<file path="src/rtl/trace_recorder_pkg.sv">
// Shared types and entry layout for the trace recorder.
// Entries are packed {cycle, w, trig} so dumps line up with proof counterexample traces.
package trace_recorder_pkg;

  typedef enum logic [1:0] {IDLE, ARMED, POST, READ} state_t;

  localparam int W_WIDTH_DEF  = 3;
  localparam int DEPTH_DEF    = 16;
  localparam int POST_LEN_DEF = 8;
  localparam int CYC_W_DEF    = 32;

  localparam int ENTRY_W  = CYC_W_DEF + W_WIDTH_DEF + 1;
  localparam int TRIG_OFS = 0;
  localparam int W_OFS    = 1;

  function automatic int entry_w(input int cyc_w, input int w_width);
    return cyc_w + w_width + 1;
  endfunction

  function automatic int cyc_ofs(input int w_width);
    return w_width + 1;
  endfunction

endpackage

</file>
<file path="src/rtl/trace_recorder_if.sv">
// Capture inputs and readout stream of the trace recorder.
interface trace_recorder_if import trace_recorder_pkg::*; #(
  parameter int W_WIDTH = W_WIDTH_DEF,
  parameter int CYC_W   = CYC_W_DEF
);
  logic [W_WIDTH-1:0] w;
  logic               arm;
  logic               trig;
  logic               rd_valid;
  logic               rd_ready;
  logic [W_WIDTH-1:0] rd_data;
  logic [CYC_W-1:0]   rd_cycle;
  logic               rd_trig;
  logic               rd_last;
  logic               busy;
  logic               done;

  modport master (
    output w, arm, trig, rd_ready,
    input  rd_valid, rd_data, rd_cycle, rd_trig, rd_last, busy, done
  );

  modport slave (
    input  w, arm, trig, rd_ready,
    output rd_valid, rd_data, rd_cycle, rd_trig, rd_last, busy, done
  );
endinterface

</file>
<file path="src/rtl/trace_recorder_ram.sv">
// Simple dual-port trace storage: synchronous write, registered read that holds when rd_en=0.
module trace_recorder_ram import trace_recorder_pkg::*; #(
  parameter int DEPTH   = DEPTH_DEF,
  parameter int ENTRY_W = entry_w(CYC_W_DEF, W_WIDTH_DEF)
) (
  input  logic                     clk,
  input  logic                     wr_en,
  input  logic [$clog2(DEPTH)-1:0] wr_addr,
  input  logic [ENTRY_W-1:0]       wr_data,
  input  logic                     rd_en,
  input  logic [$clog2(DEPTH)-1:0] rd_addr,
  output logic [ENTRY_W-1:0]       rd_data
);
  logic [ENTRY_W-1:0] mem [DEPTH];

  always_ff @(posedge clk) begin
    if (wr_en) mem[wr_addr] <= wr_data;
    if (rd_en) rd_data <= mem[rd_addr];
  end
endmodule

</file>
<file path="src/rtl/trace_recorder.sv">
// Circular trace capture with trigger plus post-trigger window, then oldest-first
// streaming readout; the RAM read register doubles as the output register.
module trace_recorder import trace_recorder_pkg::*; #(
  parameter int W_WIDTH  = W_WIDTH_DEF,
  parameter int DEPTH    = DEPTH_DEF,
  parameter int POST_LEN = POST_LEN_DEF,
  parameter int CYC_W    = CYC_W_DEF
) (
  input logic             clk,
  input logic             rst,
  trace_recorder_if.slave tr
);
  localparam int AW     = $clog2(DEPTH);
  localparam int E_W    = entry_w(CYC_W, W_WIDTH);
  localparam int C_OFS  = cyc_ofs(W_WIDTH);
  localparam logic [AW-1:0] POST_INIT = AW'(POST_LEN);
  localparam logic [AW:0]   FULL      = (AW+1)'(DEPTH);

  function automatic logic [CYC_W-1:0] sat_inc(input logic [CYC_W-1:0] v);
    return (&v) ? v : v + 1'b1;
  endfunction

  state_t           state, state_nx;
  logic [AW-1:0]    wr_ptr, rd_ptr, rd_addr, post_cnt;
  logic [AW:0]      fill, idx_p1;
  logic [CYC_W-1:0] cyc;
  logic             vld_p1, done_q;
  logic             wr_en, rd_en, first_rd, accept, last_p1, accept_last;
  logic [E_W-1:0]   wr_entry, rd_entry;

  always_ff @(posedge clk) begin
    if (rst) state <= IDLE;
    else     state <= state_nx;
  end

  always_comb begin
    state_nx = state;
    unique case (state)
      IDLE:    if (tr.arm)  state_nx = ARMED;
      ARMED:   if (tr.trig) state_nx = (POST_LEN == 0) ? READ : POST;
      POST:    if (post_cnt == AW'(1)) state_nx = READ;
      READ:    if (accept_last) state_nx = IDLE;
      default: state_nx = IDLE;
    endcase
  end

  always_comb begin
    wr_en       = (state == ARMED) || (state == POST);
    first_rd    = (state == READ) && !vld_p1;
    accept      = vld_p1 && tr.rd_ready;
    last_p1     = vld_p1 && (idx_p1 == fill - 1'b1);
    accept_last = accept && last_p1;
    rd_en       = first_rd || (accept && !last_p1);
    rd_addr     = first_rd ? (wr_ptr - fill[AW-1:0]) : rd_ptr;
    wr_entry    = {cyc, tr.w, (state == ARMED) && tr.trig};
  end

  always_ff @(posedge clk) begin
    if (rst) begin
      wr_ptr   <= '0;
      fill     <= '0;
      cyc      <= '0;
      post_cnt <= '0;
    end else begin
      unique case (state)
        IDLE: if (tr.arm) begin
          wr_ptr <= '0;
          fill   <= '0;
          cyc    <= '0;
        end
        ARMED, POST: begin
          wr_ptr <= wr_ptr + 1'b1;
          if (fill != FULL) fill <= fill + 1'b1;
          cyc <= sat_inc(cyc);
          if (state == ARMED && tr.trig) post_cnt <= POST_INIT;
          else if (state == POST)        post_cnt <= post_cnt - 1'b1;
        end
        default: ;
      endcase
    end
  end

  trace_recorder_ram #(.DEPTH(DEPTH), .ENTRY_W(E_W)) u_ram (
    .clk     (clk),
    .wr_en   (wr_en),
    .wr_addr (wr_ptr),
    .wr_data (wr_entry),
    .rd_en   (rd_en),
    .rd_addr (rd_addr),
    .rd_data (rd_entry)
  );

  // Stage p1: registered RAM read feeds the output directly
  always_ff @(posedge clk) begin
    if (rst) begin
      vld_p1 <= 1'b0;
      idx_p1 <= '0;
      rd_ptr <= '0;
      done_q <= 1'b0;
    end else begin
      done_q <= accept_last;
      if (rd_en) rd_ptr <= rd_addr + 1'b1;
      if (first_rd) begin
        vld_p1 <= 1'b1;
        idx_p1 <= '0;
      end else if (accept) begin
        if (last_p1) vld_p1 <= 1'b0;
        else         idx_p1 <= idx_p1 + 1'b1;
      end
    end
  end

  assign tr.rd_valid = vld_p1;
  assign tr.rd_data  = vld_p1 ? rd_entry[W_OFS +: W_WIDTH] : '0;
  assign tr.rd_cycle = vld_p1 ? rd_entry[C_OFS +: CYC_W] : '0;
  assign tr.rd_trig  = vld_p1 & rd_entry[TRIG_OFS];
  assign tr.rd_last  = last_p1;
  assign tr.busy     = (state != IDLE);
  assign tr.done     = done_q;
endmodule
</file>
<file path="src/flat_wrapper.sv">
// flat-port wrapper written by rule: the top's interface ports become plain ports
module trace_recorder_flat import trace_recorder_pkg::*;
#(
  parameter int W_WIDTH  = W_WIDTH_DEF,
  parameter int DEPTH    = DEPTH_DEF,
  parameter int POST_LEN = POST_LEN_DEF,
  parameter int CYC_W    = CYC_W_DEF
)
  (clk, rst, tr_w, tr_arm, tr_trig, tr_rd_ready, tr_rd_valid, tr_rd_data, tr_rd_cycle, tr_rd_trig, tr_rd_last, tr_busy, tr_done);
  trace_recorder_if #(.W_WIDTH(W_WIDTH), .CYC_W(CYC_W)) tr_i ();
  input logic clk;
  input logic rst;
  input wire logic [$bits(tr_i.w)-1:0] tr_w;
  input wire logic [$bits(tr_i.arm)-1:0] tr_arm;
  input wire logic [$bits(tr_i.trig)-1:0] tr_trig;
  input wire logic [$bits(tr_i.rd_ready)-1:0] tr_rd_ready;
  output wire logic [$bits(tr_i.rd_valid)-1:0] tr_rd_valid;
  output wire logic [$bits(tr_i.rd_data)-1:0] tr_rd_data;
  output wire logic [$bits(tr_i.rd_cycle)-1:0] tr_rd_cycle;
  output wire logic [$bits(tr_i.rd_trig)-1:0] tr_rd_trig;
  output wire logic [$bits(tr_i.rd_last)-1:0] tr_rd_last;
  output wire logic [$bits(tr_i.busy)-1:0] tr_busy;
  output wire logic [$bits(tr_i.done)-1:0] tr_done;
  assign tr_i.w = tr_w;
  assign tr_i.arm = tr_arm;
  assign tr_i.trig = tr_trig;
  assign tr_i.rd_ready = tr_rd_ready;
  assign tr_rd_valid = tr_i.rd_valid;
  assign tr_rd_data = tr_i.rd_data;
  assign tr_rd_cycle = tr_i.rd_cycle;
  assign tr_rd_trig = tr_i.rd_trig;
  assign tr_rd_last = tr_i.rd_last;
  assign tr_busy = tr_i.busy;
  assign tr_done = tr_i.done;
  trace_recorder #(.W_WIDTH(W_WIDTH), .DEPTH(DEPTH), .POST_LEN(POST_LEN), .CYC_W(CYC_W)) u_core (.clk(clk), .rst(rst), .tr(tr_i));
endmodule
</file>
<file path="config.mk">
export PLATFORM = sky130hd
export DESIGN_NAME = trace_recorder_flat
export DESIGN_NICKNAME = d
export VERILOG_FILES = /design/src/rtl/trace_recorder_pkg.sv /design/src/rtl/trace_recorder_if.sv /design/src/rtl/trace_recorder_ram.sv /design/src/rtl/trace_recorder.sv /design/src/flat_wrapper.sv
export SDC_FILE = /design/constraint.sdc
export NUM_CORES = 1
export LEC_CHECK = 0
export BUFFER_PORTS_ARGS = -buffer_cell sky130_fd_sc_hd__buf_2
export CAP_MARGIN = 25
export CORE_MARGIN = 2
export CORE_UTILIZATION = 50
export CTS_CLUSTER_SIZE = 10
export DETAILED_ROUTE_END_ITERATION = 6
export PLACE_DENSITY = 0.69
export SYNTH_ARGS = -nofsm -noshare
export SYNTH_HDL_FRONTEND = slang
export SYNTH_SLANG_ARGS = --single-unit
</file>
<file path="constraint.sdc">
create_clock -name clk -period 2.8 [get_ports clk]
set_input_delay 0.14 -clock clk [delete_from_list [all_inputs] [get_ports clk]]
set_output_delay 0.14 -clock clk [all_outputs]
set_load 0.01 [all_outputs]
</file>
==> run summary <==
Rows: 83
fin crit share: 96.90%
fin util: 60.31%
sequential share of the synthesized area: 74.54%
post-route ant nets: 0
final number of setup-violating endpoints: 0
R2R setup slack: 0.09 ns
sequential power share: 45.2%
grt ovf: 0
routed len/inst: 26.21 µm
Hold Fails Final Rpt: 0
TritonCTS clock tree: built
Inserted Clock Buffers: 78
Synth area leaders: edfxtp_1, mux4_2, dfxtp_1
Final Instance Count excl. Fillers: 2300
Unique masters post-synth: 59
Synth Warn #: 0
cell area after layout: 0.03113 mm²
clk sink count: 670
final WL: 60290 µm
placed instance area: 0.02839 mm²
Syn-to-layout area delta: 18.74%
crit-path max FO: 5
Synth Area per Inst: 19.20 µm²
Logic pwr share: 20.6%
Hold WS: 0.1118 ns
I/O Buffers: 47
Relative slew margins: 57.42%
Syn Nets: 1393
clk_lat worst skew: 0.61 ns
pre-CTS setup slack: 0.002163 ns
most frequent cells in the layout: edfxtp_1, mux4_2, clkbuf_16
Critical R2R Launch: u_core.wr_ptr[0]
Clock Skews: 0.02344 ns
clk buf depth: 3
Post-Syn Area: 0.02621 mm²
largest net degree at the start of global routing: 46
Critical R2R Capture: u_core.u_ram.rd_data[5]
detailed placement HPWL: 32840 µm
Synth async-reset ratio: 0%
Switching Fraction: 25.82%
Synth Instances: 1365
VDD IR-drop max: 654.5 µV
PnR worst setup slack: 0.08692 ns
FMAX: 368.6 MHz
internal power: 19.71 mW
FF+latch count, synth: 670
Ports: 48
Pre-antenna DRT Iters: 5
clock slew at reported path FFs: 0.05 ns
Final GP Congestion: 0.7762
core area: 0.05161 mm²
via count: 13802
Tmin final: 2.713 ns
WP data required: 3.14 ns
Die W: 233.0 µm
class of the most critical setup path: flip-flop to flip-flop
Die Y: 233.0 µm
HP Start: tr_arm
Synth area leader: edfxtp_1
drt initial violations: 1468
PwrDens: 853.7 mW/mm²
startpoint class of the critical path: flip-flop
Yosys top cell area share: 70.11%
vias in the first global route: 13956
Max Slew Vio Count: 0
CTS Root Cell: clkbuf_16
die area: 0.05427 mm²
Primary FF master, synth: edfxtp_1
commonest non-fill, non-tap cell in the layout: edfxtp_1
number of remaining DRC errors: 0
total track usage: 22.25%
Worst setup EP type: flip-flop
Placed Cells: 2147
H-tree depth: 3
Initial Util: 50.79%
DR vias/cell: 6.001
Clk network pwr share: 34.2%
Slew @ Worst Pin: 0.6372 ns
cell depth of the worst hold path: 4
first-pass GRT wire length: 87640 µm
Final nets: 1597
layout cells sized above 1: 29.07%
P_sw: 6.862 mW
Power, Total: 26.57 mW
hold crit path type: input port to flip-flop
Reg2Reg Depth: 11
initial antenna violation count: 0
Hold EP: u_core.wr_ptr[0]
Setup TNS Final: 0 ns
CP arrival: 3.06 ns
antenna fix cells: 0
max-cap check violation count: 0
status: completed
P_leak: 11.42 nW
EDFF count, synth: 612
-- cells by family after synthesis --
family | after synthesis | synth area share [%]
DFF | 670 | 74.54
and+or+nand+nor | 268 | 5.370
muxes | 149 | 12.60
AOI/OAI and AO/OA | 129 | 3.470
buffers and inverters | 87 | 1.637
xor gates and xnor gates | 42 | 1.403
adders and majority gates | 20 | 0.9833
-- routing by layer --
layer  global-route usage [%]  up-vias  routed length, µm
li1                         -     5923                  -
met1                    30.02     7257              24780
met2                    37.24      529              30370
met3                    3.627       93               3815
met4                    7.186        0               1326
met5                        0        -                  0
-- Yosys cell counts (12+ instances only) --
cell,number
nand3_1,18
clkbuf_1,29
nor2_1,53
and2_1,53
ha_1,19
nand2_1,66
mux4_2,144
xnor2_1,31
buf_2,19
inv_1,23
dfxtp_1,58
a21oi_1,19
nor3_1,22
edfxtp_1,612
a22oi_1,73
o21ai_0,12
-- worst max path at each step --
stage	from	to	slack, ns	depth (start not counted)
final	u_core.wr_ptr[0]	u_core.u_ram.rd_data[5]	0.09	11
after CTS	u_core.wr_ptr[0]	u_core.u_ram.rd_data[17]	0.04	11
after floorplan	u_core.wr_ptr[0]	u_core.u_ram.rd_data[19]	0.003	11
after global placement	u_core.wr_ptr[0]	u_core.u_ram.rd_data[32]	0.05	11
after detailed placement	u_core.wr_ptr[0]	u_core.u_ram.rd_data[32]	0.002	11
after global routing	u_core.state[0]	u_core.u_ram.rd_data[17]	-0.01	9
-- power by group through the flow --
| stage | logic [mW] | registers (mW) | clock network (mW) |
|---|---|---|---|
| after floorplan | 3.44 | 12.1 | 0 |
| final | 5.46 | 12.0 | 9.10 |
| after global placement | 5.16 | 12.2 | 0 |
| after global routing | 5.90 | 12.1 | 9.65 |
| after detailed placement | 5.24 | 12.2 | 0 |
| after CTS | 5.32 | 12.0 | 9.25 |
-- critical path, stage by stage (launching register included) --
cell	delay, ns
dfxtp_1	0.31
inv_1	0.08
ha_1	0.16
inv_1	0.05
fa_2	0.35
xor2_2	0.17
mux2i_4	0.31
clkbuf_16	0.26
buf_4	0.16
mux4_2	0.31
a22oi_2	0.22
nand2_1	0.07
-- repair_timing --
item                                    in CTS  in global routing
hold buffers                                 6                  0
setup buffers                                6                  2
pin swaps                                    1                  6
resized for setup                            1                 30
gates cloned                                 0                  8
endpoints found under the hold margin       59                  0
endpoints found under the setup margin       6                 20
-- final cells by class --
cell class,instances,area [µm²]
fill,3643,20490
sequential,670,19540
multi-input combinational,608,6454
clock buffer,123,2206
timing repair buffer,187,1926
tap,680,850.8
inverter,24,90.09
clock inverter,8,60.06
-- state kept, by name, summed over array words and instances, names as in the netlist --
signal                count
u_core.idx_p1             5
u_core.fill               5
u_core.u_ram.rd_data     36
u_core.tr.rd_valid        1
u_core.state              2
u_core.rd_ptr             4
u_core.post_cnt           4
u_core.u_ram.mem        576
u_core.wr_ptr             4
u_core.cyc               32
u_core.tr.done            1
No activity file was read; power rests on OpenSTA's default activity.
